### config.mk
export PLATFORM = sky130hd
export DESIGN_NAME = id_ex_stage
export DESIGN_NICKNAME = d
export VERILOG_FILES = /design/src/rtl/id_ex_stage.sv
export SDC_FILE = /design/constraint.sdc
export NUM_CORES = 1
export LEC_CHECK = 0
export CORE_AREA = 5 5 144 146
export DETAILED_ROUTE_END_ITERATION = 16
export DIE_AREA = 0 0 149 151
export PLACE_DENSITY = 0.76
export SLEW_MARGIN = 20
export SYNTH_ARGS = -nofsm -noshare
export SYNTH_HDL_FRONTEND = slang
export SYNTH_SLANG_ARGS = --single-unit
### constraint.sdc
create_clock -name clk -period 2.45 [get_ports clk]
set_input_delay 0.49 -clock clk [delete_from_list [all_inputs] [get_ports clk]]
set_output_delay 0.49 -clock clk [all_outputs]
set_load 0.005 [all_outputs]
### src/rtl/id_ex_stage.sv
// ID/EX pipeline register with load-use hazard detection and a saturating bubble counter.
// Optional write-back bypass into the operand capture path is enabled by ID_EX_WB_BYPASS_EN.
module id_ex_stage #(
  parameter int unsigned CTRL_W = 12,
  parameter int unsigned CNT_W  = 16
) (
  input  logic              clk,
  input  logic              rst,
  input  logic              stall_in,
  input  logic              flush,
  input  logic              id_valid,
  input  logic [31:0]       id_pc,
  input  logic [31:0]       id_imm,
  input  logic [4:0]        id_rs1,
  input  logic [4:0]        id_rs2,
  input  logic [4:0]        id_rd,
  input  logic              id_use_rs1,
  input  logic              id_use_rs2,
  input  logic              id_reg_write,
  input  logic              id_mem_read,
  input  logic [CTRL_W-1:0] id_ctrl,
  input  logic [31:0]       regf_rdata1,
  input  logic [31:0]       regf_rdata2,
  input  logic              wb_reg_write,
  input  logic [4:0]        wb_waddr,
  input  logic [31:0]       wb_wdata,
  output logic              hazard_stall,
  output logic              ex_valid,
  output logic              ex_reg_write,
  output logic              ex_mem_read,
  output logic [31:0]       ex_pc,
  output logic [31:0]       ex_imm,
  output logic [31:0]       ex_op1,
  output logic [31:0]       ex_op2,
  output logic [4:0]        ex_rs1,
  output logic [4:0]        ex_rs2,
  output logic [4:0]        ex_rd,
  output logic [CTRL_W-1:0] ex_ctrl,
  output logic [CNT_W-1:0]  bubble_cnt
);

  logic              ex_valid_q, ex_valid_d;
  logic              ex_reg_write_q, ex_reg_write_d;
  logic              ex_mem_read_q, ex_mem_read_d;
  logic [31:0]       ex_pc_q, ex_pc_d;
  logic [31:0]       ex_imm_q, ex_imm_d;
  logic [31:0]       ex_op1_q, ex_op1_d;
  logic [31:0]       ex_op2_q, ex_op2_d;
  logic [4:0]        ex_rs1_q, ex_rs1_d;
  logic [4:0]        ex_rs2_q, ex_rs2_d;
  logic [4:0]        ex_rd_q, ex_rd_d;
  logic [CTRL_W-1:0] ex_ctrl_q, ex_ctrl_d;
  logic [CNT_W-1:0]  bubble_cnt_q, bubble_cnt_d;

  logic [31:0]       op1_sel, op2_sel;

  always_comb begin
    hazard_stall = ex_valid_q & ex_mem_read_q & (ex_rd_q != '0) & id_valid &
                   ((id_use_rs1 & (id_rs1 == ex_rd_q)) |
                    (id_use_rs2 & (id_rs2 == ex_rd_q)));
  end

`ifdef ID_EX_WB_BYPASS_EN
  always_comb begin
    op1_sel = regf_rdata1;
    op2_sel = regf_rdata2;
    if (wb_reg_write && (wb_waddr != '0) && (wb_waddr == id_rs1)) op1_sel = wb_wdata;
    if (wb_reg_write && (wb_waddr != '0) && (wb_waddr == id_rs2)) op2_sel = wb_wdata;
    if (id_rs1 == '0) op1_sel = '0;
    if (id_rs2 == '0) op2_sel = '0;
  end
`else
  // Register file writes on the falling edge, so read data is already current.
  logic unused_wb;
  assign unused_wb = ^{wb_reg_write, wb_waddr, wb_wdata};

  always_comb begin
    op1_sel = (id_rs1 == '0) ? '0 : regf_rdata1;
    op2_sel = (id_rs2 == '0) ? '0 : regf_rdata2;
  end
`endif

  always_comb begin
    ex_valid_d     = ex_valid_q;
    ex_reg_write_d = ex_reg_write_q;
    ex_mem_read_d  = ex_mem_read_q;
    ex_pc_d        = ex_pc_q;
    ex_imm_d       = ex_imm_q;
    ex_op1_d       = ex_op1_q;
    ex_op2_d       = ex_op2_q;
    ex_rs1_d       = ex_rs1_q;
    ex_rs2_d       = ex_rs2_q;
    ex_rd_d        = ex_rd_q;
    ex_ctrl_d      = ex_ctrl_q;
    bubble_cnt_d   = bubble_cnt_q;

    if (flush) begin
      ex_valid_d     = 1'b0;
      ex_reg_write_d = 1'b0;
      ex_mem_read_d  = 1'b0;
      ex_ctrl_d      = '0;
    end else if (stall_in) begin
      // hold everything
    end else if (hazard_stall) begin
      ex_valid_d     = 1'b0;
      ex_reg_write_d = 1'b0;
      ex_mem_read_d  = 1'b0;
      ex_ctrl_d      = '0;
      if (bubble_cnt_q != '1) bubble_cnt_d = bubble_cnt_q + CNT_W'(1);
    end else begin
      ex_valid_d     = id_valid;
      ex_reg_write_d = id_valid & id_reg_write;
      ex_mem_read_d  = id_valid & id_mem_read;
      ex_ctrl_d      = id_valid ? id_ctrl : '0;
      ex_pc_d        = id_pc;
      ex_imm_d       = id_imm;
      ex_op1_d       = op1_sel;
      ex_op2_d       = op2_sel;
      ex_rs1_d       = id_rs1;
      ex_rs2_d       = id_rs2;
      ex_rd_d        = id_rd;
    end
  end

  always_ff @(posedge clk or negedge rst) begin
    if (!rst) begin
      ex_valid_q     <= 1'b0;
      ex_reg_write_q <= 1'b0;
      ex_mem_read_q  <= 1'b0;
      ex_pc_q        <= '0;
      ex_imm_q       <= '0;
      ex_op1_q       <= '0;
      ex_op2_q       <= '0;
      ex_rs1_q       <= '0;
      ex_rs2_q       <= '0;
      ex_rd_q        <= '0;
      ex_ctrl_q      <= '0;
      bubble_cnt_q   <= '0;
    end else begin
      ex_valid_q     <= ex_valid_d;
      ex_reg_write_q <= ex_reg_write_d;
      ex_mem_read_q  <= ex_mem_read_d;
      ex_pc_q        <= ex_pc_d;
      ex_imm_q       <= ex_imm_d;
      ex_op1_q       <= ex_op1_d;
      ex_op2_q       <= ex_op2_d;
      ex_rs1_q       <= ex_rs1_d;
      ex_rs2_q       <= ex_rs2_d;
      ex_rd_q        <= ex_rd_d;
      ex_ctrl_q      <= ex_ctrl_d;
      bubble_cnt_q   <= bubble_cnt_d;
    end
  end

  assign ex_valid     = ex_valid_q;
  assign ex_reg_write = ex_reg_write_q;
  assign ex_mem_read  = ex_mem_read_q;
  assign ex_pc        = ex_pc_q;
  assign ex_imm       = ex_imm_q;
  assign ex_op1       = ex_op1_q;
  assign ex_op2       = ex_op2_q;
  assign ex_rs1       = ex_rs1_q;
  assign ex_rs2       = ex_rs2_q;
  assign ex_rd        = ex_rd_q;
  assign ex_ctrl      = ex_ctrl_q;
  assign bubble_cnt   = bubble_cnt_q;

endmodule

==> impl_metrics.ini <==
[clocking]
cts-buffers-inserted = 17
cts-root-buf = clkbuf_16
numClockSinks = 174
cts_tree = done
clk_pin_slew_ns = 0.07
h-tree-depth = 4
clk_latency_ns = 0.42
cts_hold_buf = 0
clock_path_buffers = 2

[yosys]
synth_seq_cells = 174
synth_top_cells_by_area = dfrtp_1 (61%), mux2_2 (11%), o2bb2ai_1 (7.9%)
synth_edf_count = 0
synth_area_per_cell_um2 = 13.46
yosysSeqAreaShare_pct = 61.25
syn_area_um2 = 7109
ys_types = 38
synthArstFlopShare_pct = 100.0
synthFlopType = dfrtp_1
synthCells = 528
yosysTopAreaCell = dfrtp_1
yosysWarnings = 0
synth_top_area_share_pct = 61.25
syn_nets = 731

[drt]
wirelength_um = 22670
wl_per_cell_um = 19.34
ant_nets = 0
vias_per_cell = 5.015
firstDrtPassIters = 4
route.vias.total = 5878
dr.first_iter.drc_count = 202
drc_errors = 0

[grt]
grt_max_degree = 65
met3_usage_pct = 6.164
antenna_found_initial = 0
met2_usage_pct = 32.68
grt-ovfl-total = 0
grt_pass1_vias = 6264
grt_use_met1_pct = 25.39
busiest_layer = met2
grt_pass1_wl_um = 35050
grt_usage_pct = 19.88

[power]
powerDensity_nw_per_um2 = 668.0
fin_total_pwr_w = 0.007872
vdd_drop_max_uv = 520.9
leakagePower_nw = 4.874

[timing]
min_period_over_period_pct = 98.66
tightest_slew_ns = 1.068
skew_ns = 0.01361
fin_crit_ns = 2.417
setup_slack_ns = 0.03277
rsz0062_at_grt = yes
fmax_ghz = 0.4137
setup_viol = 0
slew_viol_final = 0
setup_tns_ns = 0
hold_viol = 0
max-slew-margin-rel_pct = 28.68

[place]
dp_slack_ns = -0.4427
routabilityCongestion = 0.8686
hpwl_um = 16500
portBuffers = 338

[layout]
antenna_cells = 0
final_common_cell = clkdlybuf4s50_1
layout-drive-gt1-share_pct = 19.63
nNetsFinal = 1097
area_delta_synth_final_pct = 65.77
nFillCells = 1564
final_cell_mix = clkdlybuf4s50_1 (329), dfrtp_1 (173), nand3_1 (72)

[floorplan]
die_area_um2 = 22500
pin_count = 377
die_h_um = 151
fp.dieW_um = 149
core_um2 = 19270
initial_utilization_pct = 36.89
num_rows = 51

[critical_path]
cpMaxStageDelayCell = or4_4
critPathCaptureType = primary output
cp.required_ns = 1.96
criticalPathCategory = flop to primary output
crit_path_max_incr_delay_ns = 0.52
start_kind = flop
cp_max_fo = 2
path_cells = buf_4 -> or4_4 -> o21ai_2 -> nor2_4 -> buf_2
worstPathArrival_ns = 1.93

[flow_run]
drv_cap = 0

[status]
outcome = completed

[hold_path]
hold_class = primary input to asynchronous set/reset pin
-- routing by layer --
layer,vias up,part of all wire [%]
met5,-,0
met4,0,2.2
met3,31,7.6
met2,226,49
met1,2923,41
li1,2698,-
-- layout make-up --
type | instances | area (µm²) | area share, %
repair buffers | 385 | 3857 | 32.73
clock buffers | 17 | 425.4 | 3.610
inverters | 1 | 3.754 | 0.03185
multi-input cells | 315 | 2644 | 22.43
well taps | 265 | 331.6 | 2.813
clock inverters | 15 | 167.7 | 1.423
flip-flops and latches | 174 | 4355 | 36.96
-- cells in the mapped netlist, types with 2 or more instances --
library cell  count
nor4_1            3
mux2_2           70
nand4_1          11
nand3_1          72
or4_1             4
nor2_1           10
clkbuf_1         22
a21oi_1           2
and4_1            2
or2_2             2
a31oi_1           2
nand2_1           8
buf_4             6
mux2_4           10
o2bb2ai_1        64
xnor2_1          22
buf_2             8
nor3_1            2
a22o_1           14
and3_1            3
dfrtp_1         174
-- worst max-delay path, delay by kind of cell (launching register included) --
kind	cells	cell delay [ns]
simple gates	2	0.61
flops	1	0.39
buf+inv	2	0.28
compound gates	1	0.25
-- report_power, final --
group	internal (W)	total (W)	switching [W]
combinational	0.00117	0.00173	0.000555
sequential	0.00321	0.00340	0.000191
clock	0.00146	0.00274	0.00129
-- worst paths after layout --
kind | from | to | slack (ns) | cells after the start
max | ex_rd[2] | hazard_stall | 0.03 | 5
min | rst | ex_ctrl[10] | 0.02 | 1
max reg2reg | ex_rd[2] | ex_imm[1] | 0.09 | 6
min reg2reg | ex_op1[10] | ex_op1[10] | 0.49 | 1
max in group asynchronous | rst | ex_pc[8] | 1.70 | 2
min in group clk | ex_op1[10] | ex_op1[10] | 0.49 | 1
-- cells by family after synthesis --
logic type,share of synthesized area (%)
xor gates and xnor gates,2.833
AOI/OAI and AO/OA,10.86
muxes,13.34
DFF,61.25
and+or+nand+nor,8.765
buffers and inverters,2.781
adders and majority gates,0.1760
-- sequential cells by signal, summed over array words and instances, names as in the netlist --
name          cells
ex_mem_read       1
ex_op2           32
ex_valid          1
ex_rs2            5
bubble_cnt       16
ex_rd             5
ex_ctrl          12
ex_reg_write      1
ex_op1           32
ex_rs1            5
ex_imm           32
ex_pc            32
-- timing repair --
action / in CTS / in global routing
pin swaps: 3 / 8
setup buffers: 0 / 2
setup endpoints to repair: 1 / 1
resized for setup: 9 / 17
-- through the flow --
step	cells	utilization [%]	hold slack [ns]	area, µm²
5_1_grt	1172	61.15	0.04625	11790
3_5_place_dp	1138	57.58	0.4728	11100
6_report	1172	61.15	0.01805	11790
3_3_place_gp	1138	57.58	0.4698	11100
2_1_floorplan	528	-	0.1944	7109
4_1_cts	1170	60.67	0.03180	11690
Power figures use the tool's default switching activity.
==> patch 1, RTL diff (same settings) <==
`CNT_W`: 16 -> 14.
--- a/src/rtl/id_ex_stage.sv
+++ b/src/rtl/id_ex_stage.sv
@@ -2,7 +2,7 @@
 // Optional write-back bypass into the operand capture path is enabled by ID_EX_WB_BYPASS_EN.
 module id_ex_stage #(
   parameter int unsigned CTRL_W = 12,
-  parameter int unsigned CNT_W  = 16
+  parameter int unsigned CNT_W  = 14
 ) (
   input  logic              clk,
   input  logic              rst,
Ports: changed (resized bubble_cnt); port bits go from 377 to 375. No check against the original RTL was run, so the function may have changed too.
==> patch 1 against the unedited design <==
Count of clock-buffer cells in the layout stayed put. Global-route usage decreased by 0.30 points. Core utilization down 0.86 points. Design area down 1.4%. Critical path type unchanged. Clock power increased by 5%. Total power increased by 0.67%. Wire length is 0.62% lower. Via count is 2.0% lower. Synthesized area down 2.0%. Sequential cell count decreased by 2. Sequential share of layout area grew 0.088 points. Setup slack better by 32 ps.
==> patch 1: results (changes against the unedited design) <==
Synth
  – Syn nets: 722 (was 731)
  – Asr flop ratio synth: 100% (unchanged)
  – Post-synthesis sequential area ratio: 61.8% (was 61.2%)
  – Post-synth top flop: dfrtp_1 (unchanged)
  – YS warnings: 0 (unchanged)
  – Synth unique cells: 31 (was 38)
  – EDFF count, synth: 0 (unchanged)
  – Synth area leaders: dfrtp_1 (62%), mux2_2 (11%), o2bb2ai_1 (8.0%) (was dfrtp_1 (61%), mux2_2 (11%), o2bb2ai_1 (7.9%))
  – Most common library cells after synthesis: dfrtp_1 (172), nand3_1 (78), mux2_2 (70) (was dfrtp_1 (174), nand3_1 (72), mux2_2 (70))

Final layout
  – Final net count: 1,080 (was 1,097)
  – Antenna diodes: 0 (unchanged)
  – # fillers: 1,514 (was 1,564)
  – Share of layout cells above drive strength 1: 17.5% (was 19.6%)

Worst setup path
  – Arrival @ worst endpoint: 1890 ps (was 1930 ps)
  – Crit-path slowest cell: or4_4 (unchanged)
  – CP delay by family, top: simple AND/OR/NAND/NOR gates (unchanged)
  – Worst R2R Setup Slack: 180 ps (was 90 ps)
  – FF-to-FF path depth: 7 (was 6)
  – Worst path max stage delay: 550 ps (was 520 ps)
  – Critical Path Fanout Max: 4 (was 2)

Timing
  – Worst slew margin: 54.3% (was 28.7%)
  – Min Tclk post-route: 2380 ps (was 2420 ps)
  – Clock Skews: 13.3 ps (was 13.6 ps)

Global routing
  – Global Route Usage Sum: 19.6% (was 19.9%)
  – First-pass GRT wire length: 34,300 µm (was 35,000 µm)
  – Met1 Use GR: 23.9% (was 25.4%)
  – Initial antenna violation count: 0 (unchanged)
  – Routing usage on met2: 32.0% (was 32.7%)
  – Met3 usage: 8.23% (was 6.16%)
  – Vias in the first global route: 6,193 (was 6,264)
  – Pin count of the biggest net entering global routing: 65 (unchanged)

Hold path
  – Worst hold path type: input pin to register (was input pin to async pin)
  – Cell depth of the worst hold path: 2

Power and ir drop
  – Sw power: 1960 µW (was 2030 µW)
  – Leakage: 0.00477 µW (was 0.00487 µW)
  – VDD IR max: 0.000434 V (was 0.000521 V)

Drt
  – Vias per cell: 4.99 (was 5.02)
  – WL per Instance: 19.5 µm (was 19.3 µm)
  – 1st-pass router iterations: 4 (unchanged)
  – Iter 0 DRT Violations: 179 (was 202)

Placed design
  – GPL Wtd Cong: 0.804 (was 0.869)
  – Port Buffers: 336 (was 338)
  – Pre-CTS WS: -144 ps (was -443 ps)
  – DP HPWL: 16,500 µm (about the same)

Clocking
  – CTS Root Cell: clkbuf_16 (unchanged)
  – Worst skew pair latency: 430 ps
  – CTS Buffer Depth: 2 (unchanged)
  – CTS Buf Count: 17 (unchanged)
  – Worst-path clk slew: 70 ps (about the same)
  – H-tree Lvls: 4 (unchanged)

Run status
  – Status: finished, final reports clean (unchanged)
## patch 1: path summary, 6_finish.rpt
check,startpoint,endpoint
setup / recovery,ex_rd[4]$_DFFE_PN0P_,hazard_stall
hold / removal,id_rs2[4],ex_rs2[4]$_DFFE_PN0P_
setup reg to reg,ex_rd[4]$_DFFE_PN0P_,ex_pc[31]$_DFFE_PN0P_
hold reg to reg,ex_imm[19]$_DFFE_PN0P_,ex_imm[19]$_DFFE_PN0P_
max in group asynchronous,rst,ex_imm[5]$_DFFE_PN0P_
min in group asynchronous,rst,ex_imm[13]$_DFFE_PN0P_
## patch 1: power groups by stage
stage / Combinational (µW) / Clock, µW / Sequential (µW)
global route: 1800 / 3070 / 3410
CTS: 1690 / 2950 / 3370
global placement: 1660 / 0 / 3400
floorplan: 426 / 0 / 3430
detailed placement: 1670 / 0 / 3420
finish: 1680 / 2880 / 3370
## patch 1: timing repair
item,in CTS,in global routing
pin swaps,5,4
hold buffers,1,0
cloned,0,1
hold endpoints to repair,29,0
buffers inserted,3,2
gates resized for setup,4,8
setup endpoints to repair,1,3
## patch 1: area by class of cell
| type | instances | area (µm²) | area share, % |
|---|---|---|---|
| flip-flops and latches | 172 | 4300 | 37.0 |
| repair buffers | 378 | 3850 | 33.2 |
| multi-input cells | 307 | 2500 | 21.5 |
| clock buffers | 17 | 425 | 3.66 |
| well taps | 265 | 332 | 2.85 |
| clock inverters | 15 | 196 | 1.69 |
| inverters | 1 | 3.75 | 0.0323 |
## patch 1: cells by family after synthesis
group,synth area share [%]
mux,12.9
compound gates,10.7
xor+xnor,2.89
simple gates,8.68
fa+ha+maj,0.180
buf+inv,2.84
flops,61.8
## patch 1: stage by stage
stage,power [µW],area [µm²],utilization (%),instances,hold slack [ps]
4_1_cts,8010,11500,59.9,1153,489
5_1_grt,8280,11600,60.3,1155,459
6_report,7920,11600,60.3,1155,459
2_1_floorplan,3860,6970,-,519,194
3_5_place_dp,5090,10900,56.5,1118,451
3_3_place_gp,5060,10900,56.5,1118,455
## patch 1: routing by layer
layer	wire length, µm	part of all wire [%]	vias to the layer above
met5	0	0	-
met4	395	1.8	0
met3	2330	10	24
met2	10700	48	262
met1	9070	40	2834
li1	-	-	2640
==> patch 2, RTL diff (same flow settings) <==
Made on the original files. Make the reset (`rst`) synchronous in one clocked block.
--- a/src/rtl/id_ex_stage.sv
+++ b/src/rtl/id_ex_stage.sv
@@ -122,7 +122,7 @@
     end
   end
 
-  always_ff @(posedge clk or negedge rst) begin
+  always_ff @(posedge clk) begin
     if (!rst) begin
       ex_valid_q     <= 1'b0;
       ex_reg_write_q <= 1'b0;
Function: differs if rst is asserted again (counterexample within 4 cycles, from zero or initial values and one cycle with rst low); with rst held inactive, the same outputs for 4 cycles.
==> patch 2 against the unedited design <==
Critical path depth up 1. Setup slack better by 3.8 ps. Count of clock-buffer cells in the layout up 2. Sequential cell count unchanged. Core utilization is 10 points higher. Wire length up 52%. Hold slack better by 360 ps. Total power shrank 5.0%. Design area increased by 17%. Clock skew down 0.70 ps. Synthesized cell count grew 130%. Register-to-register slack gained 190 ps. Synthesized area is 33% higher. Critical endpoint unchanged.
==> patch 2: results (changes against the unedited design) <==
Run status
  – Status: finished, final reports clean (unchanged)

Global routing
  – Initial antenna violation count: 1 (was 0)
  – Vias in the first global route: 9,908 (was 6,264)
  – Global Route Usage Sum: 28.9% (was 19.9%)
  – Pin count of the biggest net entering global routing: 144 (was 65)

Timing
  – Clock Skews: 12.9 ps (was 13.6 ps)
  – Worst Max-Slew Pin Slew: 838 ps (was 1070 ps)

Drt
  – DR top layer: met5 (was met4)
  – Met2 wire length: 15,800 µm (was 11,200 µm)
  – Met3 WL post-DR: 4010 µm (was 1720 µm)
  – 1st-pass router iterations: 5 (was 4)
  – Iter 0 DRT Violations: 1,072 (was 202)
  – Met1 Wirelength: 13,600 µm (was 9240 µm)
  – Vias per cell: 6.54 (was 5.02)
  – Post-Route WL: 34,400 µm (was 22,700 µm)

Final layout
  – Final Non-Filler Cells: 1,708 (was 1,172)
  – # fillers: 1,541 (was 1,564)
  – Share of layout cells above drive strength 1: 7.00% (was 19.6%)
  – Final net count: 1,634 (was 1,097)

Worst setup path
  – Critical Path Fanout Max: 3 (was 2)
  – Worst R2R Setup Slack: 280 ps (was 90 ps)
  – Worst path max stage delay: 500 ps (was 520 ps)
  – FF-to-FF path depth: 10 (was 6)
  – Crit-path slowest cell: clkdlybuf4s50_1 (was or4_4)
  – Worst setup startpoint: id_rs2[4] (was ex_rd[2]$_DFFE_PN0P_)
  – Worst r2r dst: ex_pc[22]$_SDFFE_PN0P_ (was ex_imm[1]$_DFFE_PN0P_)
  – Reg2reg start: ex_rd[3]$_SDFFE_PN0P_ (was ex_rd[2]$_DFFE_PN0P_)

Synth
  – Asr flop ratio synth: 0% (was 100%)
  – Synth Area in XOR/XNOR: 0.928% (was 2.83%)
  – Syn nets: 1,393 (was 731)
  – Synth area leaders: dfxtp_1 (37%), nand4_1 (24%), a41oi_1 (5.9%) (was dfrtp_1 (61%), mux2_2 (11%), o2bb2ai_1 (7.9%))
  – Synth Area in Compound Gates: 15.6% (was 10.9%)
  – Post-synthesis sequential area ratio: 36.9% (was 61.2%)
  – Synth Area in Adders: 0.133% (was 0.176%)
  – Post-synth top flop: dfxtp_1 (was dfrtp_1)
  – Mux cell area share after synthesis: 1.06% (was 13.3%)
  – Synth unique cells: 39 (was 38)

Placed design
  – DP HPWL: 22,800 µm (was 16,500 µm)
  – GPL Wtd Cong: 0.820 (was 0.869)

Power and ir drop
  – VDD IR max: 0.000518 V (was 0.000521 V)
  – Leakage: 0.00462 µW (was 0.00487 µW)
-- patch 2: what timing repair did --
action | CTS | global route
buffers inserted | 1 | 1
resized for setup | 6 | 3
pin swaps | 1 | 2
endpoints found under the setup margin | 1 | 1
-- patch 2: cell type report --
type	instances	area share, %
clock buffers	19	3.22
clock inverters	12	1.00
inverters	2	0.0546
multi-input cells	842	38.6
flip-flops and latches	174	25.4
well taps	265	2.41
repair buffers	394	29.4
-- patch 2: cell families (layout without fill, tap and decap cells) --
group | after synthesis | count (layout)
buffers and inverters | 174 | 427
DFF | 174 | 174
AOI/OAI and AO/OA | 173 | 173
xor gates and xnor gates | 10 | 10
adders and majority gates | 1 | 1
muxes | 10 | 10
and+or+nand+nor | 648 | 648
-- patch 2: layer usage --
layer	track usage, %	vias to the layer above
li1	-	5301
met1	36.6	5276
met2	45.7	515
met3	10.4	74
met4	10.0	2
met5	0	-
-- patch 2: where the power goes --
group          switching (µW)  total, µW  leakage, µW  internal, µW
Clock                    1220       2750     0.000268          1530
Sequential                159       3200      0.00143          3040
Combinational             675       1520      0.00292           846
-- patch 2: critical path, delay by kind of cell --
family          cells  cell delay, ps
compound gates      1             280
xor+xnor            1             120
buf+inv             2             750
simple gates        2             280
-- patch 2: worst max-delay path by stage --
stage / slack, ps / end
3_5_place_dp: -290 / hazard_stall
6_report: 40 / hazard_stall
4_1_cts: 30 / hazard_stall
2_1_floorplan: 330 / hazard_stall
5_1_grt: -10 / hazard_stall
3_3_place_gp: -250 / hazard_stall
-- patch 2: per-stage QoR --
| stage | worst slack [ps] | hold slack, ps | setup TNS [ps] | instance area (µm²) | utilization, % |
|---|---|---|---|---|---|
| after floorplan | 330 | 466 | 0 | 9440 | - |
| after global placement | -245 | 457 | -8170 | 13200 | 68.3 |
| after detailed placement | -289 | 457 | -13280 | 13200 | 68.3 |
| after CTS | 28.4 | 362 | 0 | 13700 | 71.3 |
| after global routing | -13.6 | 372 | -13.6 | 13800 | 71.4 |
| final | 36.6 | 380 | 0 | 13800 | 71.4 |
